==> src/rtl/bits_framer.sv <==
// bits_framer: preamble hunt + fixed-length frame assembly with timeout abort.
// Define BITS_FRAMER_CRC16_EN to add the serial CRC-16/CCITT residue check on out_err.
module bits_framer #(
  parameter int PREAMBLE_LEN = 6,
  parameter logic [PREAMBLE_LEN-1:0] PREAMBLE = 6'b101011,
  parameter int PAYLOAD_BITS = 32,
  parameter int TIMEOUT = 4096
) (
  input  logic                    clk,
  input  logic                    rst,
  input  logic                    arm,
  input  logic                    in_dat,
  input  logic                    in_vld,
  output logic [PAYLOAD_BITS-1:0] frame_dat,
  output logic                    out_vld,
  output logic                    out_err,
  output logic                    out_timeout,
  output logic                    busy
);
  localparam int BW = $clog2(PAYLOAD_BITS + 1);
  localparam int TW = $clog2(TIMEOUT + 1);
  localparam int FW = $clog2(PREAMBLE_LEN + 1);
  localparam logic [BW-1:0] LAST = BW'(PAYLOAD_BITS - 1);
  localparam logic [TW-1:0] TLAST = TW'(TIMEOUT - 1);
  localparam logic [FW-1:0] FULL = FW'(PREAMBLE_LEN);

  typedef enum logic [1:0] {IDLE, HUNT, COLLECT, DONE} state_t;
  state_t state;
  logic [PREAMBLE_LEN-1:0] pre_sr, pre_nxt;
  logic [FW-1:0] fill, fill_nxt;
  logic [BW-1:0] bit_cnt;
  logic [TW-1:0] timer;
  logic [PAYLOAD_BITS-1:0] frame_sr, frame_nxt;
  logic match, last, expire, crc_bad;

  assign pre_nxt = {pre_sr[PREAMBLE_LEN-2:0], in_dat};
  assign fill_nxt = (fill == FULL) ? FULL : fill + 1'b1;
  assign match = in_vld && fill_nxt == FULL && pre_nxt == PREAMBLE;
  assign frame_nxt = {frame_sr[PAYLOAD_BITS-2:0], in_dat};
  assign last = in_vld && bit_cnt == LAST;
  assign expire = timer == TLAST;

`ifdef BITS_FRAMER_CRC16_EN
  logic [15:0] crc, crc_nxt;
  assign crc_nxt = {crc[14:0], 1'b0} ^ ((crc[15] ^ in_dat) ? 16'h1021 : 16'h0000);
  assign crc_bad = crc_nxt != 16'h1D0F;
  always_ff @(posedge clk or posedge rst) begin
    if (rst) crc <= 16'hFFFF;
    else if (state == IDLE && arm) crc <= 16'hFFFF;
    else if (state == COLLECT && in_vld) crc <= crc_nxt;
  end
`else
  assign crc_bad = 1'b0;
`endif

  always_ff @(posedge clk or posedge rst) begin
    if (rst) begin
      state <= IDLE;
      pre_sr <= '0;
      fill <= '0;
      bit_cnt <= '0;
      timer <= '0;
      frame_sr <= '0;
      frame_dat <= '0;
      out_vld <= 1'b0;
      out_err <= 1'b0;
      out_timeout <= 1'b0;
      busy <= 1'b0;
    end else begin
      out_vld <= 1'b0;
      out_timeout <= 1'b0;
      case (state)
        IDLE: if (arm) begin
          state <= HUNT;
          busy <= 1'b1;
          pre_sr <= '0;
          fill <= '0;
          bit_cnt <= '0;
          timer <= '0;
        end
        HUNT: begin
          if (in_vld) begin
            pre_sr <= pre_nxt;
            fill <= fill_nxt;
          end
          if (match) begin
            state <= COLLECT;
            timer <= '0;
          end else if (expire) begin
            state <= IDLE;
            busy <= 1'b0;
            out_timeout <= 1'b1;
          end else timer <= timer + 1'b1;
        end
        COLLECT: begin
          // an accepted bit restarts the timer, so it always beats expiry
          if (in_vld) begin
            frame_sr <= frame_nxt;
            bit_cnt <= bit_cnt + 1'b1;
            timer <= '0;
          end else if (expire) begin
            state <= IDLE;
            busy <= 1'b0;
            out_timeout <= 1'b1;
          end else timer <= timer + 1'b1;
          if (last) begin
            state <= DONE;
            frame_dat <= frame_nxt;
            out_err <= crc_bad;
            out_vld <= 1'b1;
          end
        end
        DONE: begin
          state <= IDLE;
          busy <= 1'b0;
        end
      endcase
    end
  end
endmodule

==> config.mk <==
export PLATFORM = sky130hd
export DESIGN_NAME = bits_framer
export DESIGN_NICKNAME = d
export VERILOG_FILES = /design/src/rtl/bits_framer.sv
export SDC_FILE = /design/constraint.sdc
export NUM_CORES = 1
export LEC_CHECK = 0
export ABC_AREA = 1
export BUFFER_PORTS_ARGS = -buffer_cell sky130_fd_sc_hd__buf_4
export CAP_MARGIN = 25
export CELL_PAD_IN_SITES_DETAIL_PLACEMENT = 1
export CELL_PAD_IN_SITES_GLOBAL_PLACEMENT = 1
export CORE_MARGIN = 8
export CORE_UTILIZATION = 48
export DETAILED_ROUTE_END_ITERATION = 6
export PLACE_DENSITY = 0.94
export SYNTH_ARGS = -nofsm -noshare
export SYNTH_HDL_FRONTEND = slang
export SYNTH_SLANG_ARGS = --single-unit
==> constraint.sdc <==
create_clock -name clk -period 5.7 [get_ports clk]
set_input_delay 0.285 -clock clk [delete_from_list [all_inputs] [get_ports clk]]
set_output_delay 0.285 -clock clk [all_outputs]
set_load 0.02 [all_outputs]
# Word level (Yosys, flattened, before mapping)
# Cells that the tools add are included.
# W data, S select, Z words.
[word_totals]
word_cells = 72
out_inout_bits = 36
in_bits = 5
regBits = 95
[op_classes]
reduce_logical = 14
n_eq_ne = 14
muxes = 31
n_addsub = 3
[op_table]
columns = ["op", "n"]
rows = [
  ["$mux W13", 4],
  ["$pmux W13 S3", 1],
  ["$add A13 B1 Y13 const B", 1],
  ["$eq A13 B12 Y1 const B", 1],
  ["$mux W6", 2],
  ["$pmux W6 S2", 1],
  ["$mux W2", 5],
  ["$ne A2 B2 Y1 const B", 5],
  ["$pmux W5 S2", 1],
  ["$mux W1", 9],
  ["$mux W3", 3],
  ["$reduce_and A3 Y1", 3],
  ["$pmux W2 S4", 1],
  ["$reduce_and A2 Y1", 4],
  ["$add A6 B1 Y6 const B", 1],
  ["$eq A3 B3 Y1 const B", 2],
  ["$eq A6 B5 Y1 const B", 1],
  ["$eq A6 B6 Y1 const B", 1],
  ["$pmux W3 S2", 1],
  ["$mux W5", 1],
  ["$eq A2 B2 Y1 const B", 2],
  ["$pmux W1 S4", 1],
  ["$reduce_bool A2 Y1", 2],
  ["$add A3 B1 Y3 const B", 1],
  ["other kinds (6)", 8],
]

# Depth between registers and ports, before layout
# Gate-level depths: netlist of run 1.
[logic_depth]
word_depth = 7
mapped_depth = 13
mapped_depth_nobuf = 12

# Worst setup path before layout of run 1
# Ideal clock, no wire load.
[synth_timing]
path_type = "reg-to-reg"
from = "reg fill[0]"
to = "reg timer[1]"
path_buffers = 1
arrival_ns = 1.477
setup_ns = 0.121
period_less_slack_ns = 1.598
stages_incl_launch_ff = 14
required_ns = 5.579
slack_ns = 4.102
cell_sequence = "dfrtp_1 -> inv_1 -> ha_1 -> nor2_1 -> nand2_1 -> nor2_1 -> nand3_1 -> nand2_1 -> nand2_1 -> nand2_1 -> nand2_1 -> inv_1 -> buf_4 -> nor2_1"
[synth_between]
elab_chain_cells = 7
word_cells_on_any_way = 8
cone_classes = "1 x add/sub; 2 x eq/ne; 3 x mux; 2 x reduce/logical"
[synth_lines]
columns = ["item", "line_no", "source"]
rows = [
  ["from (decl)", "30", "logic [FW-1:0] fill, fill_nxt;"],
  ["from (signal assigned)", "84", "fill <= fill_nxt;"],
  ["$add A3 B1 Y3 or $eq A3 B3 Y1 (tied branches)", "37", "assign fill_nxt = (fill == FULL) ? FULL : fill + 1'b1;"],
  ["$mux W3 (*)", "37", ""],
  ["$eq A3 B3 Y1 (*)", "38", "assign match = in_vld && fill_nxt == FULL && pre_nxt == PREAMBLE;"],
  ["$logic_and A1 B1 Y1 (*) (2 in a row)", "38", ""],
  ["$mux W13 (*)", "86", "if (match) begin"],
  ["$pmux W13 S3 (*)", "72", "case (state)"],
  ["to (signal assigned)", "93", "end else timer <= timer + 1'b1;"],
  ["to (signal assigned)", "105", "end else timer <= timer + 1'b1;"],
  ["to (decl)", "32", "logic [TW-1:0] timer;"],
]
# Every way passes the cells marked *; elsewhere a longest branch is shown, timed or not.
# A chain may end at the register's enable or synchronous reset.

# Worst setup path after layout of run 1
[layout_timing]
from = "reg state[0]"
to = "reg state[0]"
[layout_between]
elab_chain_cells = 4
word_cells_on_any_way = 12
cone_classes = "5 x eq/ne; 5 x mux; 2 x reduce/logical"
[layout_lines]
columns = ["item", "line_no", "source"]
rows = [
  ["from (decl)", "28", "state_t state;"],
  ["from (signal assigned)", "58", "state <= IDLE;"],
  ["from (signal assigned)", "74", "state <= HUNT;"],
  ["from (signal assigned)", "87", "state <= COLLECT;"],
  ["$mux W2 (3 in a row)", "--", ""],
  ["$pmux W2 S4", "72", ""],
]
# Several ways; a longest one is shown, not always the timed one. The select of a mux whose other input is x is not followed.

==> results.md, run 1 <==
* Status: complete, no violations
* Synthesis-to-layout area growth at 14.9%
* Area occupied by multi-input gates at 0.00147 sq mm
* Crit path DAT at 3.07 ns
* EDFF count, synth at 0
* Setup_tns at 0 ns
* Antenna Violating Nets Remaining at 0
* Die ar. at 0.0119 sq mm
* Final-report hold violation count at 0
* Fmax at 359 MHz
* Antenna violations before repair at 0
* CP Capture Type: flop
* Worst EP required at 5.98 ns
* Chip height at 109 um
* Global-route wire length before repair at 18000 um
* Post-DP HPWL at 6930 um
* Core ar. at 0.00855 sq mm
* Number of DRC markers in iteration 0 at 135
* Via density at 5.27
* Initial core utilization at 0.487
* Share of the synthesized area in the top cell type at 0.571
* Antenna Diode Count at 0
* Hold WS at 0.262 ns
* Synth Instances at 461
* R2R Path Start: state[0]
* Prevailing post-synth register cell: dfrtp_1
* Register bit total from synthesis at 95
* Vias at 3232
* Worst reg2reg path depth at 9
* Class of the worst hold path: input pin to flop
* Worst R2R Setup Slack at 2.91 ns
* Clock transition at path regs at 0.10 ns
* FFs w/ async S/R, synth at 1.00
* Hold_buf cts at 1
* Nets@finish at 513
* Register area at 0.00238 sq mm
* Ratio of cells with drive above 1 in the final layout at 0.154
* Routability congestion estimate from global placement at 0.777
* Max H-tree Level at 3
* GRT overflow at 0
* # fillers at 1013
* Post-CTS resize count at 0
* Drt wl/cell at 17.8 um
* Mean Syn Cell Area at 9.03 sq um
* CP startpoint kind: flop
* Fin crit share at 0.489
* Reg-to-reg endpoint: state[0]
* CTS tree: done
* Leak Pwr at 0.00234 uW
* Post-CTS Setup Repair Bufs at 0
* Netlist cell types at 33
* RSZ-0062 raised after global routing: false
* VDD IR max at 198 uV
* # port buffers at 39
* Synth top cells by count: nand2_1 (116), dfrtp_1 (95), o21ai_0 (65)
* Max Cap Viol at 0
* Critical Path Start: state[0]
* Largest cells by area after synthesis: dfrtp_1 (57%), nand2_1 (10%), o21ai_0 (7.8%)
* Crit-path slowest cell: nand2_2
* CP Class: flop to flop
* Min Tclk post-route at 2.79 ns
* Worst Setup EP: state[0]
* # IOs at 41
* Power per cell area at 323 mW/mm^2
* CP peak stage delay at 0.51 ns
* Clock Latency Late Sink at 0.36 ns
* Die extent in x at 109 um
* 1st-pass router iterations at 4
* Warnings from Yosys at 0
* Slew Viols, Final at 0
* Synth area leader: dfrtp_1
* Clock sink count at 95
* Vias in the first global route at 3563
* Largest net degree at the start of global routing at 79
* Seq/Total Area, Yosys at 0.571
* Mapped Area at 0.00416 sq mm
* Post-layout util at 0.559
* Critical Path Fanout Max at 55
* CTS Root Cell: clkbuf_8
* Post-route DRC at 0
* Routed wire length at 10900 um
* Crit-path cells: inv_1 -> ha_1 -> nand2_2 -> inv_2 -> nand3_2 -> buf_12 -> o21ai_1 -> nand2_1 -> a21oi_1
* Count leader, synth: nand2_1
* Clock buffer depth at 2
* Slew @ Worst Pin at 0.863 ns
* Num CTS Buffers at 9
* Rel. slew slack at 0.422
* Syn Nets at 474
* Site Rows at 34
* # setup viols final at 0
* Total track usage at 0.192
* Clock skew at 0.0127 ns
-- worst max-delay path, delay by kind of cell, from the launching register on --
family,cells,cell delay [ns]
DFF,1,0.43
and+or+nand+nor,3,0.90
adders and majority gates,1,0.24
buffers and inverters,3,0.86
AOI/OAI and AO/OA,2,0.24
-- layout make-up --
class,instances,area share
flip-flops and latches,95,0.497
well taps,108,0.0283
clock buffers,10,0.0267
repair buffers,43,0.0748
inverters,64,0.0505
multi-input cells,287,0.308
clock inverters,6,0.0147
-- per-stage QoR --
| stage | cell area [sq um] | total power, uW | std cells | setup slack (ns) |
|---|---|---|---|---|
| 2_1_floorplan | 4160 | 1010 | 461 | 2.94 |
| 3_3_place_gp | 4530 | 1050 | 594 | 2.72 |
| 5_1_grt | 4780 | 1620 | 613 | 2.61 |
| 3_5_place_dp | 4530 | 1080 | 594 | 2.33 |
| 6_report | 4780 | 1540 | 613 | 2.91 |
| 4_1_cts | 4730 | 1550 | 611 | 2.31 |
-- layout by cell type (no fill, tap or decap), types with 3 or more instances in the layout --
master / instances
nor2_2: 4
a21oi_1: 6
inv_2: 4
o21bai_1: 3
nand3_1: 12
nor2_1: 32
o21ai_0: 65
nand4_1: 3
nor3_1: 4
xor2_1: 9
dfrtp_1: 95
buf_4: 40
inv_1: 59
clkbuf_8: 9
o22ai_1: 7
nand2_1: 116
ha_1: 8
-- kinds of logic after synthesis --
group,Yosys count,synth area share
and+or+nand+nor,184,0.198
DFF,95,0.571
AOI/OAI and AO/OA,85,0.112
buffers and inverters,79,0.0752
xor gates and xnor gates,9,0.0189
adders and majority gates,8,0.0241
other,1,0.000901
-- state kept, by name, indices dropped and copies added, names as in the netlist --
register	flops
bit_cnt	6
busy	1
fill	3
frame_dat	32
frame_sr	31
out_timeout	1
out_vld	1
pre_sr	5
state	2
timer	13
-- routing by layer --
metal	up-vias	GRT usage	routed length, um
li1	1524	-	-
met1	1642	0.232	4680
met2	48	0.341	5760
met3	18	0.0414	272
met4	0	0.0479	183
met5	-	0	0
-- where the power goes --
part           leakage [uW]  switching [uW]  total [uW]  internal (uW)
Sequential          0.00129            29.6         743            713
Combinational      0.000952             243         345            102
Clock             0.0000944             249         455            206
-- worst min-delay path by stage --
stage          cells after the start  slack, ns            end          from
2_1_floorplan                      2       0.44  frame_dat[31]  frame_sr[30]
3_3_place_gp                       2       0.26       timer[1]           rst
3_5_place_dp                       2       0.27       timer[2]           rst
4_1_cts                            3       0.25    frame_sr[0]        in_dat
5_1_grt                            4       0.28     bit_cnt[2]           arm
6_report                           3       0.26    frame_sr[0]        in_dat
Note: power is estimated with default switching activity, not from simulation.
==> run 2: changes to the inputs <==
- ABC_AREA: 1 -> 0
- PLACE_DENSITY: 0.94 -> 0.89
- clock period: 5.7 -> 2.9 ns (I/O delays scaled with it)
==> results.md, run 2 <==
* Crit-path cells: inv_1 -> ha_1 -> nand3b_1 -> o21ai_0 -> o41ai_1 -> o21ai_0 -> a32o_1
* Synthesis-to-layout area growth at 16.0%
* Number of DRC markers in iteration 0 at 122
* Clock transition at path regs at 0.09 ns
* CP Capture Type: flop
* CP Class: flop to flop
* Core ar. at 0.00855 sq mm
* Max Cap Viol at 0
* Fin crit share at 0.809
* Antenna Diode Count at 0
* Nets@finish at 380
* Leading cell type in the layout, fill and taps excluded: dfrtp_1
* VDD IR max at 304 uV
* CP startpoint kind: flop
* Clock Latency Late Sink at 0.36 ns
* Fmax at 426 MHz
* Synth area leader: dfrtp_1
* Clock buffer depth at 2
* Antenna violations before repair at 0
* Share of the synthesized area in the top cell type at 0.576
* Status: complete, no violations
* Placement-stage cell area at 0.00455 sq mm
* Setup_tns at 0 ns
* CP peak stage delay at 0.78 ns
* Adder-Cell Fraction of Synth Area at 0.0242
* Crit-path slowest cell: o41ai_1
* Placed insts at 463
* # setup viols final at 0
* Clock skew at 0.0126 ns
* Post-layout util at 0.560
* Largest net degree at the start of global routing at 57
* Antenna Violating Nets Remaining at 0
* Die ar. at 0.0118 sq mm
* Seq/Total Area, Yosys at 0.576
* Power per cell area at 653 mW/mm^2
* Leak Pwr at 0.00242 uW
* Vias in the first global route at 3090
* Prevailing post-synth register cell: dfrtp_1
* CTS tree: done
* FFs w/ async S/R, synth at 1.00
* Post-route cell area at 0.00479 sq mm
* Warnings from Yosys at 0
* Synth Area in Compound Gates at 0.0748
* Global-route wire length before repair at 16000 um
* Post-synthesis mux area share at 0.185
* Slew @ Worst Pin at 0.750 ns
* Via density at 5.71
* CP Depth at 7
* Mean Syn Cell Area at 12.7 sq um
* Largest cells by area after synthesis: dfrtp_1 (58%), mux2_2 (18%), ha_1 (2.4%)
* EDFF count, synth at 0
* XOR/XNOR share of the synthesized area at 0.0212
* Post-CTS resize count at 0
* Top Registers: frame_dat: 32 flops, frame_sr: 31 flops, timer: 13 flops
* Number of flip-flops in the largest register at 32
* Site Rows at 34
* Crit path buffers/inverters at 1
* Routed wire length at 9410 um
* # port buffers at 39
* Largest family of logic cells by synthesized area: multiplexers
* Worst EP required at 3.15 ns
* Synth top cells by count: dfrtp_1 (95), mux2_2 (65), nor2_1 (21)
* Most flops, register: frame_dat
* Most frequent cells in the layout: dfrtp_1 (95), mux2_2 (65), buf_4 (43)
* Initial core utilization at 0.483
* Post-Synth Simple-Gate Area at 0.0924
* Vias at 2730
* Synth Instances at 324
* Clock sink count at 95
* Register bit total from synthesis at 95
* Max H-tree Level at 3
* Crit path DAT at 2.59 ns
* Worst reg2reg path depth at 7
* # IOs at 41
* Min Tclk post-route at 2.35 ns
* Slew Viols, Final at 0
* RSZ-0062 raised after global routing: false
* Mapped Area at 0.00413 sq mm
* Drt wl/cell at 19.7 um
* Ratio of cells with drive above 1 in the final layout at 0.354
* Final-report hold violation count at 0
* GRT overflow at 0
* Final cell count without fillers at 478
* Critical Path Fanout Max at 4
* Netlist cell types at 49
* Die extent in x at 109 um
* Post-CTS Setup Repair Bufs at 0
* Post-DP HPWL at 6570 um
* Crit path max-delay family: compound AO/OA/AOI/OAI gates
* Total track usage at 0.172
* 1st-pass router iterations at 4
* Post-route DRC at 0
* Num CTS Buffers at 9
* Top cell by count, worst path: o21ai_0
* Count leader, synth: dfrtp_1
* Syn Nets at 337
* CTS Root Cell: clkbuf_8
* Rel. slew slack at 0.494
* Routability congestion estimate from global placement at 0.786
* Class of the worst hold path: input pin to flop
* Hold Path Depth at 3
* Chip height at 109 um
==> run 2: cell types whose count changed in the layout (fill, tap and decap cells not counted), sizes merged, moves of 6 or more <==
cell,delta
nor2,-16
mux2,+65
inv,-54
nand2,-105
o21ai,-51
nand3,-9
o22ai,-6
==> run 2: final cells by class <==
type,count,area (sq um)
Sequential cell,95,2380
Clock buffer,9,124
Fill cell,878,3760
Multi-Input combinational cell,206,1660
Inverter,10,38.8
Timing Repair Buffer,45,353
Clock inverter,5,108
Tap cell,108,135
==> run 2: tightest hold or removal path, stage by stage <==
cell and delay, ns:
buf_4 0.11, nand3_1 0.07, nand2_1 0.07
==> run 2: final timing paths <==
path	startpoint	to	slack [ns]
worst max register to register	fill[0]	timer[1]	0.55
worst max-delay path	fill[0]	timer[1]	0.55
min in group asynchronous	rst	frame_dat[16]	0.44
worst min register to register	timer[12]	timer[12]	0.50
max in group asynchronous	rst	timer[5]	1.74
worst min-delay path	in_dat	pre_sr[0]	0.06
==> run 2: report_power, final <==
group          internal (uW)  switching [uW]  leakage (uW)
Clock                    568             454      0.000116
Combinational            216             404      0.000991
Sequential              1410            76.0       0.00131
Total                   2190             934       0.00242
==> run 2: routing by layer <==
metal,track usage,up-vias,part of all wire
li1,-,1242,-
met1,0.213,1424,0.43
met2,0.286,53,0.52
met3,0.0502,11,0.042
met4,0.0508,0,0.012
met5,0,-,0
==> run 2: per-stage QoR <==
step	hold slack, ns	total power, uW	setup slack, ns
final	0.0595	3130	0.553
after global routing	0.0616	3270	0.403
after CTS	0.0523	3140	0.587
after detailed placement	0.280	2120	0.642
after global placement	0.272	2070	0.815
after floorplan	0.278	1930	0.278
==> run 2: logic make-up (layout without fill, tap and decap cells) <==
family,after synthesis,after routing
AOI/OAI and AO/OA,47,47
xor gates and xnor gates,10,10
adders and majority gates,8,8
buffers and inverters,23,69
DFF,95,95
muxes,68,68
other,1,1
and+or+nand+nor,72,72
==> run 2: timing repair <==
action / in CTS / in global routing
endpoints found under the setup margin: 0 / 0
hold buffers: 1 / 0
hold endpoints to repair: 39 / 0
==> run 3: changes to the inputs <==
- ABC_AREA: 0 -> 1
- CORE_UTILIZATION: 48 -> 40
- PLACE_DENSITY: 0.89 -> 0.84
- clock period: 2.9 -> 2.1 ns (I/O delays scaled with it)
==> results.md, run 3 (synthesized netlist as in run 1, its figures left out) <==
* CP Class: flop to flop
* Hold WS at 0.0569 ns
* Class of the worst hold path: input pin to flop
* Drt wl/cell at 14.7 um
* Synthesis-to-layout area growth at 16.0%
* Final worst setup slack at 0.202 ns
* Most flops, register: frame_dat
* Crit-path slowest cell: dfrtp_1
* Site Rows at 37
* Routed wire length at 9520 um
* Clock buffer depth at 2
* Core ar. at 0.0102 sq mm
* Nets@finish at 518
* Leading cell type in the layout, fill and taps excluded: nand2_1
* Min Tclk post-route at 1.90 ns
* CP Capture Type: flop
* Status: complete, no violations
* Number of DRC markers in iteration 0 at 130
* Number of flip-flops in the largest register at 32
* Initial core utilization at 0.407
* Global-route wire length before repair at 16500 um
* Routability congestion estimate from global placement at 0.773
* Post-layout util at 0.472
* Top Registers: frame_dat: 32 flops, frame_sr: 31 flops, timer: 13 flops
* Post-CTS Setup Repair Bufs at 0
* Antenna Violating Nets Remaining at 0
* Leak Pwr at 0.00234 uW
* VDD IR max at 349 uV
* Fin crit share at 0.904
* Vias in the first global route at 3471
* Power per cell area at 835 mW/mm^2
* Final-report hold violation count at 0
* Via density at 4.86
* RSZ-0062 raised after global routing: false
* # setup viols final at 0
* Crit-path cells: inv_1 -> ha_1 -> nand2_2 -> inv_2 -> nand3_2 -> buf_12 -> o21ai_0
* Register area at 0.00238 sq mm
* Max H-tree Level at 3
* Total track usage at 0.143
* Max Cap Viol at 0
* 1st-pass router iterations at 4
* CTS Root Cell: clkbuf_8
* CTS tree: done
* Post-route cell area at 0.00483 sq mm
* Pre-CTS setup slack at 0.136 ns
* Vias at 3140
* Crit path max-delay family: buffers and inverters
* CP peak stage delay at 0.41 ns
* Die ar. at 0.0139 sq mm
* Most frequent cells in the layout: nand2_1 (116), dfrtp_1 (95), o21ai_0 (65)
* Fmax at 527 MHz
* Area occupied by multi-input gates at 0.00147 sq mm
* Clock Latency Late Sink at 0.37 ns
* Critical Path Fanout Max at 47
* Antenna violations before repair at 0
* Worst EP required at 2.36 ns
* Slew Viols, Final at 0
* # port buffers at 39
* # IOs at 41
* CP startpoint kind: flop
* Clock transition at path regs at 0.09 ns
* Largest net degree at the start of global routing at 55
* Clock skew at 0.0102 ns
* # fillers at 1192
* Ratio of cells with drive above 1 in the final layout at 0.165
* Setup_tns at 0 ns
* Chip height at 118 um
* Die extent in x at 118 um
* Post-DP HPWL at 6950 um
* Num CTS Buffers at 9
* GRT overflow at 0
* Clock sink count at 95
* Crit path DAT at 2.16 ns
* Antenna Diode Count at 0
* Placement-stage cell area at 0.00464 sq mm
* Post-route DRC at 0
* Crit path buffers/inverters at 3
[run 3: cell count changes in the layout (fill, tap and decap cells not counted), moves of 4 or more]
cell,delta
nor2_2,+4
o2111ai_1,-4
nand2_1,+101
inv_2,+4
nor2_1,+12
mux2_2,-65
o22ai_1,+6
nand3_1,+5
inv_1,+49
o21ai_0,+51
[run 3: routing by layer]
layer | share of wire | global-route usage
met1 | 0.46 | 0.175
met2 | 0.50 | 0.246
met3 | 0.025 | 0.0297
met4 | 0.014 | 0.0504
met5 | 0 | 0
[run 3: per-stage QoR]
stage	instances	total power (uW)
2_1_floorplan	461	2730
3_3_place_gp	629	2880
3_5_place_dp	629	2960
4_1_cts	646	4070
5_1_grt	646	4270
6_report	646	4030
[run 3: area by class of cell]
class,count,area share
timing repair buffer,48,0.0804
clock inverter,6,0.00907
inverter,64,0.0513
clock buffer,10,0.0264
sequential,95,0.493
tap,136,0.0353
multi-input combinational,287,0.305
[run 3: what timing repair did]
action / CTS / global route
gates resized for setup: 0 / 1
setup endpoints to repair: 0 / 11
hold endpoints to repair: 16 / 0
hold buffers: 1 / 0
[run 3: path summary, 6_finish.rpt]
path / start / endpoint / slack [ns] / cells past startpoint
worst max register to register: state[0] / frame_dat[23] / 0.20 / 7
min in group asynchronous: rst / frame_dat[28] / 0.30 / 3
worst min register to register: frame_dat[16] / frame_dat[16] / 0.49 / 2
worst min-delay path: in_dat / pre_sr[0] / 0.06 / 3
worst max-delay path: state[0] / frame_dat[23] / 0.20 / 7
max in group asynchronous: rst / timer[10] / 1.14 / 4
[run 3: report_power, final]
part / total (uW) / internal [uW] / switching, uW
Clock: 1110 / 438 / 668
Combinational: 918 / 308 / 611
Sequential: 2010 / 1940 / 71.5
Total: 4030 / 2680 / 1350
[run 3: worst register-to-register path: stages (launching register included)]
cell	delay, ns
dfrtp_1	0.41
inv_1	0.13
ha_1	0.25
nand2_2	0.09
inv_2	0.07
nand3_2	0.30
buf_12	0.30
o21ai_0	0.26
